`config.mk`:
```
export PLATFORM = sky130hd
export DESIGN_NAME = fetch_stage_flat
export DESIGN_NICKNAME = d
export VERILOG_FILES = /design/src/rtl/fetch_pkg.sv /design/src/rtl/fetch_stage_if.sv /design/src/rtl/if_id_reg.sv /design/src/rtl/fetch_stage.sv /design/src/flat_wrapper.sv
export SDC_FILE = /design/constraint.sdc
export NUM_CORES = 1
export LEC_CHECK = 0
export ABC_AREA = 0
export CAP_MARGIN = 10
export CORE_MARGIN = 3
export CORE_UTILIZATION = 50
export DETAILED_ROUTE_END_ITERATION = 8
export PLACE_DENSITY = 0.8
export SKIP_CTS_REPAIR_TIMING = 1
export SYNTH_ARGS = -nofsm -noshare
export SYNTH_HDL_FRONTEND = slang
export SYNTH_SLANG_ARGS = --single-unit
```
`constraint.sdc`:
```
create_clock -name clk -period 2.7 [get_ports clk]
set_input_delay 0.27 -clock clk [delete_from_list [all_inputs] [get_ports clk]]
set_output_delay 0.27 -clock clk [all_outputs]
set_load 0.01 [all_outputs]
```
`src/rtl/fetch_pkg.sv`:
```
// Shared fetch-stage types: FSM state encoding, the canonical NOP and PC alignment.
// No timing of its own; pure declarations.
package fetch_pkg;

   typedef enum logic [1:0] {
      REQ   = 2'd0,
      WAIT  = 2'd1,
      HOLD  = 2'd2,
      DRAIN = 2'd3
   } fetch_state_e;

   localparam logic [31:0] NOP_INSTR = 32'h0000_0013;

   function automatic logic [31:0] align_pc(input logic [31:0] addr);
      return {addr[31:2], 2'b00};
   endfunction

endpackage

```
`src/rtl/fetch_stage_if.sv`:
```
// Instruction-memory request/grant/response port, one outstanding request.
// Address held stable while req is high and ungranted; one in-order response per grant.
interface fetch_stage_if;
   logic        req;
   logic [31:0] addr;
   logic        gnt;
   logic        rvalid;
   logic [31:0] rdata;

   modport master (output req, addr, input gnt, rvalid, rdata);
   modport slave  (input req, addr, output gnt, rvalid, rdata);
endinterface

```
`src/rtl/if_id_reg.sv`:
```
// IF/ID pipeline register: flush beats stall beats load; empty slot reads as NOP.
// Latency 1 cycle; stall freezes contents, flush inserts a bubble.
module if_id_reg
   import fetch_pkg::*;
#(
   parameter logic [31:0] NOP = NOP_INSTR
) (
   input  logic        clk,
   input  logic        rst,
   input  logic        flush,
   input  logic        stall,
   input  logic        load_valid,
   input  logic [31:0] load_pc,
   input  logic [31:0] load_instr,
   output logic        valid,
   output logic [31:0] pc,
   output logic [31:0] instr
);

   always_ff @(posedge clk) begin
      if (rst) begin
         valid <= 1'b0;
         pc    <= 32'd0;
         instr <= NOP;
      end else if (flush) begin
         valid <= 1'b0;
         instr <= NOP;
      end else if (!stall) begin
         valid <= load_valid;
         if (load_valid) begin
            pc    <= load_pc;
            instr <= load_instr;
         end else begin
            instr <= NOP;
         end
      end
   end

endmodule

```
`src/rtl/fetch_stage.sv`:
```
// RV32 instruction fetch: PC, one-outstanding imem port, stale-response drain, IF/ID register.
// Grant n / response n+1 gives valid_ID at n+2; stall_IF parks a response in the hold buffer.
module fetch_stage
   import fetch_pkg::*;
#(
   parameter logic [31:0] RESET_PC = 32'h0000_3000,
   parameter logic [31:0] NOP      = NOP_INSTR
) (
   input  logic                 clk,
   input  logic                 rst,
   fetch_stage_if.master        imem,
   input  logic                 stall_IF,
   input  logic                 flush_IF,
   input  logic                 pc_change_EX,
   input  logic [31:0]          pc_target_EX,
   output logic [31:0]          pc_IF,
   output logic                 valid_ID,
   output logic [31:0]          pc_ID,
   output logic [31:0]          instr_ID
);

   fetch_state_e state_q, state_d;
   logic [31:0]  pc_d;
   logic [31:0]  req_pc_q, req_pc_d;
   logic [31:0]  hold_pc_q, hold_pc_d;
   logic [31:0]  hold_instr_q, hold_instr_d;
   logic         xfer_vld;
   logic [31:0]  xfer_pc;
   logic [31:0]  xfer_instr;
   logic [31:0]  redirect_pc;
   logic         unused_tgt_bits;

   assign redirect_pc     = align_pc(pc_target_EX);
   assign unused_tgt_bits = ^pc_target_EX[1:0];
   assign imem.addr       = pc_IF;

   always_ff @(posedge clk) begin
      if (rst) begin
         state_q      <= REQ;
         pc_IF        <= RESET_PC;
         req_pc_q     <= 32'd0;
         hold_pc_q    <= 32'd0;
         hold_instr_q <= NOP;
      end else begin
         state_q      <= state_d;
         pc_IF        <= pc_d;
         req_pc_q     <= req_pc_d;
         hold_pc_q    <= hold_pc_d;
         hold_instr_q <= hold_instr_d;
      end
   end

   always_comb begin
      state_d      = state_q;
      pc_d         = pc_IF;
      req_pc_d     = req_pc_q;
      hold_pc_d    = hold_pc_q;
      hold_instr_d = hold_instr_q;
      imem.req     = 1'b0;
      xfer_vld     = 1'b0;
      xfer_pc      = hold_pc_q;
      xfer_instr   = hold_instr_q;

      case (state_q)
         REQ: begin
            imem.req = 1'b1;
            if (pc_change_EX) begin
               pc_d = redirect_pc;
               // A grant taken this cycle was for the old address; its response must be dropped.
               if (imem.gnt) state_d = DRAIN;
            end else if (imem.gnt) begin
               req_pc_d = pc_IF;
               pc_d     = pc_IF + 32'd4;
               state_d  = WAIT;
            end
         end
         WAIT: begin
            if (pc_change_EX) begin
               pc_d    = redirect_pc;
               state_d = imem.rvalid ? REQ : DRAIN;
            end else if (imem.rvalid) begin
               if (stall_IF) begin
                  hold_pc_d    = req_pc_q;
                  hold_instr_d = imem.rdata;
                  state_d      = HOLD;
               end else begin
                  xfer_vld   = 1'b1;
                  xfer_pc    = req_pc_q;
                  xfer_instr = imem.rdata;
                  imem.req   = 1'b1;
                  if (imem.gnt) begin
                     req_pc_d = pc_IF;
                     pc_d     = pc_IF + 32'd4;
                  end else begin
                     state_d = REQ;
                  end
               end
            end
         end
         HOLD: begin
            if (pc_change_EX) begin
               pc_d    = redirect_pc;
               state_d = REQ;
            end else if (!stall_IF) begin
               xfer_vld = 1'b1;
               state_d  = REQ;
            end
         end
         DRAIN: begin
            if (pc_change_EX) pc_d = redirect_pc;
            if (imem.rvalid) state_d = REQ;
         end
         default: state_d = REQ;
      endcase
   end

   if_id_reg #(.NOP(NOP)) u_if_id (
      .clk        (clk),
      .rst        (rst),
      .flush      (flush_IF),
      .stall      (stall_IF),
      .load_valid (xfer_vld),
      .load_pc    (xfer_pc),
      .load_instr (xfer_instr),
      .valid      (valid_ID),
      .pc         (pc_ID),
      .instr      (instr_ID)
   );

endmodule
```
`src/flat_wrapper.sv`:
```
// flat-port wrapper written by rule: the top's interface ports become plain ports
module fetch_stage_flat import fetch_pkg::*;
#(
   parameter logic [31:0] RESET_PC = 32'h0000_3000,
   parameter logic [31:0] NOP      = NOP_INSTR
)
  (clk, rst, stall_IF, flush_IF, pc_change_EX, pc_target_EX, pc_IF, valid_ID, pc_ID, instr_ID, imem_req, imem_addr, imem_gnt, imem_rvalid, imem_rdata);
  fetch_stage_if imem_i ();
  input  logic clk;
  input  logic rst;
  input  logic stall_IF;
  input  logic flush_IF;
  input  logic pc_change_EX;
  input  logic [31:0] pc_target_EX;
  output logic [31:0] pc_IF;
  output logic valid_ID;
  output logic [31:0] pc_ID;
  output logic [31:0] instr_ID;
  output wire logic [$bits(imem_i.req)-1:0] imem_req;
  output wire logic [$bits(imem_i.addr)-1:0] imem_addr;
  input wire logic [$bits(imem_i.gnt)-1:0] imem_gnt;
  input wire logic [$bits(imem_i.rvalid)-1:0] imem_rvalid;
  input wire logic [$bits(imem_i.rdata)-1:0] imem_rdata;
  assign imem_req = imem_i.req;
  assign imem_addr = imem_i.addr;
  assign imem_i.gnt = imem_gnt;
  assign imem_i.rvalid = imem_rvalid;
  assign imem_i.rdata = imem_rdata;
  fetch_stage #(.RESET_PC(RESET_PC), .NOP(NOP)) u_core (.clk(clk), .rst(rst), .imem(imem_i), .stall_IF(stall_IF), .flush_IF(flush_IF), .pc_change_EX(pc_change_EX), .pc_target_EX(pc_target_EX), .pc_IF(pc_IF), .valid_ID(valid_ID), .pc_ID(pc_ID), .instr_ID(instr_ID));
endmodule
```
==> flow_results.xml, run 1 <==
<?xml version="1.0" encoding="UTF-8"?>
<metrics>
  <group name="floorplan">
    <metric name="io_pins" unit="">201</metric>
    <metric name="die_w" unit="µm">136</metric>
    <metric name="die_h" unit="µm">136</metric>
    <metric name="rows" unit="">46</metric>
    <metric name="core_area" unit="µm²">16200</metric>
    <metric name="floorplan.initialDensity" unit="">0.519</metric>
    <metric name="die_area" unit="µm²">18400</metric>
  </group>
  <group name="clocking">
    <metric name="clk-insertion-delay-late" unit="ps">440</metric>
    <metric name="cts.path.max_buffers" unit="">2</metric>
    <metric name="cts-buffers-inserted" unit="">17</metric>
    <metric name="tritoncts" unit="">done</metric>
    <metric name="numClockSinks" unit="">187</metric>
    <metric name="cts.clk_slew.worst_paths" unit="ps">70</metric>
    <metric name="cts-htree-levels" unit="">4</metric>
    <metric name="ctsRootBufferMaster" unit="">sky130_fd_sc_hd__clkbuf_16</metric>
  </group>
  <group name="yosys">
    <metric name="ys_seq_area_frac" unit="">0.446</metric>
    <metric name="ys_ff_latch" unit="">187</metric>
    <metric name="synthArstFlopShare" unit="">0</metric>
    <metric name="synth.avg_cell_area" unit="µm²">8.21</metric>
    <metric name="dominantRegCellSynth" unit="">sky130_fd_sc_hd__dfxtp_1</metric>
    <metric name="synth-edff-count" unit="">0</metric>
    <metric name="synth_cells" unit="">1023</metric>
    <metric name="post_synth_instance_area" unit="µm²">8400</metric>
    <metric name="synth-warning-count" unit="">0</metric>
    <metric name="yosysUniqueCellTypes" unit="">59</metric>
  </group>
  <group name="timing">
    <metric name="final_slew_violations" unit="">0</metric>
    <metric name="final.setup.tns" unit="ps">0</metric>
    <metric name="finalWorstSetupSlack" unit="ps">382</metric>
    <metric name="report.final.setup_viol" unit="">0</metric>
    <metric name="highest_clock_rate" unit="MHz">431</metric>
    <metric name="post-route-period-util" unit="">0.859</metric>
    <metric name="timing.final.crit_period" unit="ps">2320</metric>
    <metric name="slew_headroom" unit="">0.582</metric>
    <metric name="rsz_0062_raised_after_global_routing" unit="">false</metric>
    <metric name="final.setup_skew" unit="ps">7.23</metric>
    <metric name="hold_violations" unit="">0</metric>
    <metric name="worstMarginPinSlew" unit="ps">626</metric>
  </group>
  <group name="final_layout">
    <metric name="num_antenna_cells" unit="">0</metric>
    <metric name="multiInputGateArea" unit="µm²">4090</metric>
    <metric name="layout_common_cells" unit="">sky130_fd_sc_hd__nand2_1, sky130_fd_sc_hd__clkdlybuf4s50_1, sky130_fd_sc_hd__dfxtp_1</metric>
    <metric name="fillCellCount" unit="">1280</metric>
    <metric name="fin_util" unit="">0.680</metric>
    <metric name="finalInstanceArea" unit="µm²">11000</metric>
    <metric name="finalNetCount" unit="">1232</metric>
    <metric name="layout_commonest_cell" unit="">sky130_fd_sc_hd__nand2_1</metric>
    <metric name="syn_to_final_growth" unit="%">30.9</metric>
    <metric name="final-instance-count-excl-fill" unit="">1385</metric>
    <metric name="drive_gt1_frac" unit="">0.0710</metric>
    <metric name="seq_area" unit="µm²">3740</metric>
  </group>
  <group name="global_routing">
    <metric name="grt_max_degree" unit="">109</metric>
    <metric name="grt_util_all_layers" unit="">0.247</metric>
    <metric name="grt_first_pass_wirelength" unit="mm">36.7</metric>
    <metric name="globalRouteOverflowTotal" unit="">0</metric>
    <metric name="antenna_violations_before_repair" unit="">0</metric>
    <metric name="first_global_vias" unit="">7301</metric>
  </group>
  <group name="setup_path">
    <metric name="worstReg2RegStart" unit="">u_core.state_q[1]</metric>
    <metric name="worst_r2r_path_depth" unit="">8</metric>
    <metric name="cp-start-kind" unit="">register</metric>
    <metric name="worstSetupEndpointType" unit="">output port</metric>
    <metric name="critical_path.max_stage_delay" unit="ps">520</metric>
    <metric name="r2r_endpoint" unit="">u_core.imem.addr[10]</metric>
    <metric name="reg2reg_slack" unit="ps">440</metric>
    <metric name="timing_worst_setup_path_type" unit="">reg2out</metric>
    <metric name="cp_cell_sequence" unit="">inv_1, ha_1, nor2b_1, a21o_1, clkdlybuf4s50_1</metric>
    <metric name="critPathMaxFanout" unit="">5</metric>
    <metric name="cp_data_required_time" unit="ps">2430</metric>
    <metric name="worst_path_depth" unit="">5</metric>
    <metric name="critical_path_buf_inv_count" unit="">2</metric>
    <metric name="cp.arrival" unit="ps">2050</metric>
    <metric name="path_delay_family" unit="">buffers and inverters</metric>
    <metric name="cpMaxStageDelayCell" unit="">sky130_fd_sc_hd__clkdlybuf4s50_1</metric>
  </group>
  <group name="place">
    <metric name="inst_count_dp" unit="">1353</metric>
    <metric name="gp_congestion" unit="">0.880</metric>
    <metric name="placedInstanceArea" unit="µm²">10300</metric>
    <metric name="placement.io_buffers" unit="">192</metric>
    <metric name="post-dp-hpwl" unit="mm">15.2</metric>
    <metric name="placement.setup.worst_slack" unit="ps">377</metric>
  </group>
  <group name="power">
    <metric name="power_density" unit="nW/µm²">706</metric>
    <metric name="vdd_ir_drop_max" unit="mV">0.532</metric>
    <metric name="leakage" unit="nW">3.67</metric>
  </group>
  <group name="route">
    <metric name="drcViolationCount" unit="">0</metric>
    <metric name="drt-pass1-iter-count" unit="">5</metric>
    <metric name="via_count" unit="">7735</metric>
    <metric name="drtAntennaViolNets" unit="">0</metric>
    <metric name="drc_marker_count_from_the_first_detailed_route_iteration" unit="">574</metric>
    <metric name="highest-signal-layer" unit="">met4</metric>
    <metric name="route.met3.wl" unit="mm">1.74</metric>
    <metric name="post_drt_wl_per_cell" unit="µm">16.5</metric>
    <metric name="drt_wl_total" unit="mm">22.9</metric>
    <metric name="vias_per_cell" unit="">5.58</metric>
    <metric name="wl_met1" unit="mm">10.1</metric>
    <metric name="met2_length" unit="mm">10.7</metric>
  </group>
  <group name="job">
    <metric name="timing.max_cap.violations" unit="">0</metric>
  </group>
  <group name="hold_path">
    <metric name="worstHoldPathCells" unit="">3</metric>
    <metric name="min_to" unit="">u_core.hold_instr_q[1]</metric>
    <metric name="min-delay-start" unit="">rst</metric>
    <metric name="worst_hold_path_type" unit="">in2reg</metric>
  </group>
  <group name="run_status">
    <metric name="status" unit="">complete, no violations</metric>
  </group>
</metrics>
[cells in the mapped netlist, types with 2 or more instances]
master,count,area (µm²)
sky130_fd_sc_hd__o31ai_1,5,37.5
sky130_fd_sc_hd__and3_1,2,12.5
sky130_fd_sc_hd__buf_1,3,11.3
sky130_fd_sc_hd__a2bb2oi_1,29,254
sky130_fd_sc_hd__or2_2,2,12.5
sky130_fd_sc_hd__nand4_1,14,87.6
sky130_fd_sc_hd__clkbuf_2,2,10.0
sky130_fd_sc_hd__nand4b_1,2,17.5
sky130_fd_sc_hd__nand3_1,16,80.1
sky130_fd_sc_hd__mux2_2,3,33.8
sky130_fd_sc_hd__a211oi_1,4,30.0
sky130_fd_sc_hd__o31a_1,2,17.5
sky130_fd_sc_hd__o21ai_0,18,90.1
sky130_fd_sc_hd__inv_1,12,45.0
sky130_fd_sc_hd__nor2_2,2,12.5
sky130_fd_sc_hd__clkbuf_1,58,218
sky130_fd_sc_hd__o211ai_1,4,30.0
sky130_fd_sc_hd__ha_1,5,62.6
sky130_fd_sc_hd__buf_2,12,60.1
sky130_fd_sc_hd__a311oi_1,31,272
sky130_fd_sc_hd__a22o_1,2,17.5
sky130_fd_sc_hd__buf_4,36,270
sky130_fd_sc_hd__a21o_1,5,37.5
sky130_fd_sc_hd__nor4_4,2,42.5
sky130_fd_sc_hd__nor2_1,115,432
sky130_fd_sc_hd__nor4_1,6,37.5
sky130_fd_sc_hd__a31oi_1,13,81.3
sky130_fd_sc_hd__a21oi_1,85,425
sky130_fd_sc_hd__or4_1,2,15.0
sky130_fd_sc_hd__dfxtp_1,187,3740
sky130_fd_sc_hd__nand2_1,227,852
sky130_fd_sc_hd__and2_1,9,56.3
sky130_fd_sc_hd__a311o_1,2,20.0
sky130_fd_sc_hd__o22ai_1,7,43.8
sky130_fd_sc_hd__nor2b_1,3,18.8
sky130_fd_sc_hd__or3_1,3,18.8
sky130_fd_sc_hd__mux2i_1,66,661
sky130_fd_sc_hd__nor3_1,6,30.0
[logic make-up (layout without fill, tap and decap cells)]
kind of cell               count (synthesis)  count (layout)  synth area share
AOI/OAI and AO/OA                        217             217             0.174
adders and majority gates                  5               5           0.00745
buffers and inverters                    124             265            0.0736
DFF                                      187             187             0.446
muxes                                     69              69            0.0827
other                                      1               6          0.000447
and+or+nand+nor                          420             420             0.216
[metrics by stage]
stage | hold slack (ps) | power, mW
6_report | 358 | 7.76
5_1_grt | 384 | 8.08
4_1_cts | 328 | 7.78
3_5_place_dp | 446 | 5.06
3_3_place_gp | 441 | 5.03
2_1_floorplan | 385 | 4.33
[power breakdown]
part           internal, mW  leakage [nW]  switching, mW
sequential             2.93          1.51          0.225
combinational         0.895          1.85          0.974
clock                  1.64         0.314           1.10
[metal layers]
metal | GRT usage | up-vias
met4 | 0.0761 | 0
met1 | 0.327 | 3594
met5 | 0 | -
li1 | - | 3777
met3 | 0.0550 | 30
met2 | 0.403 | 334
[worst min-delay path: stages]
cell                      delay [ps]
sky130_fd_sc_hd__buf_4           120
sky130_fd_sc_hd__inv_1           230
sky130_fd_sc_hd__nand3_1         140
[cell type report]
cell class | count | area share
Multi-Input combinational cell | 717 | 0.372
Tap cell | 216 | 0.0246
Inverter | 13 | 0.00444
Timing Repair Buffer | 220 | 0.199
Clock buffer | 20 | 0.0425
Clock inverter | 12 | 0.0167
Sequential cell | 187 | 0.341
[worst max path at each step]
| stage | from | endpoint | slack [ps] |
|---|---|---|---|
| 2_1_floorplan | u_core.imem.addr[2] | u_core.imem.addr[16] | 770 |
| 3_3_place_gp | imem_rvalid | u_core.imem.addr[13] | 380 |
| 4_1_cts | u_core.state_q[1] | imem_req | 370 |
| 5_1_grt | u_core.state_q[1] | u_core.imem.addr[13] | 270 |
| 3_5_place_dp | imem_rvalid | u_core.imem.addr[10] | 380 |
| 6_report | u_core.state_q[1] | imem_req | 380 |
[registers in the layout, indices dropped and copies added, names as in the netlist]
name                  cells
u_core.hold_instr_q      32
u_core.u_if_id.instr     32
u_core.hold_pc_q         30
u_core.imem.addr         30
u_core.req_pc_q          30
u_core.u_if_id.pc        30
u_core.state_q            2
u_core.u_if_id.valid      1
(Power assumes the default switching activity.)
==> inputs of run 2 (changes only) <==
- CTS_CLUSTER_DIAMETER: unset -> 150
- CTS_CLUSTER_SIZE: unset -> 40
==> results of run 2 <==
Final layout, timing and power as in run 1 (identical DEF).
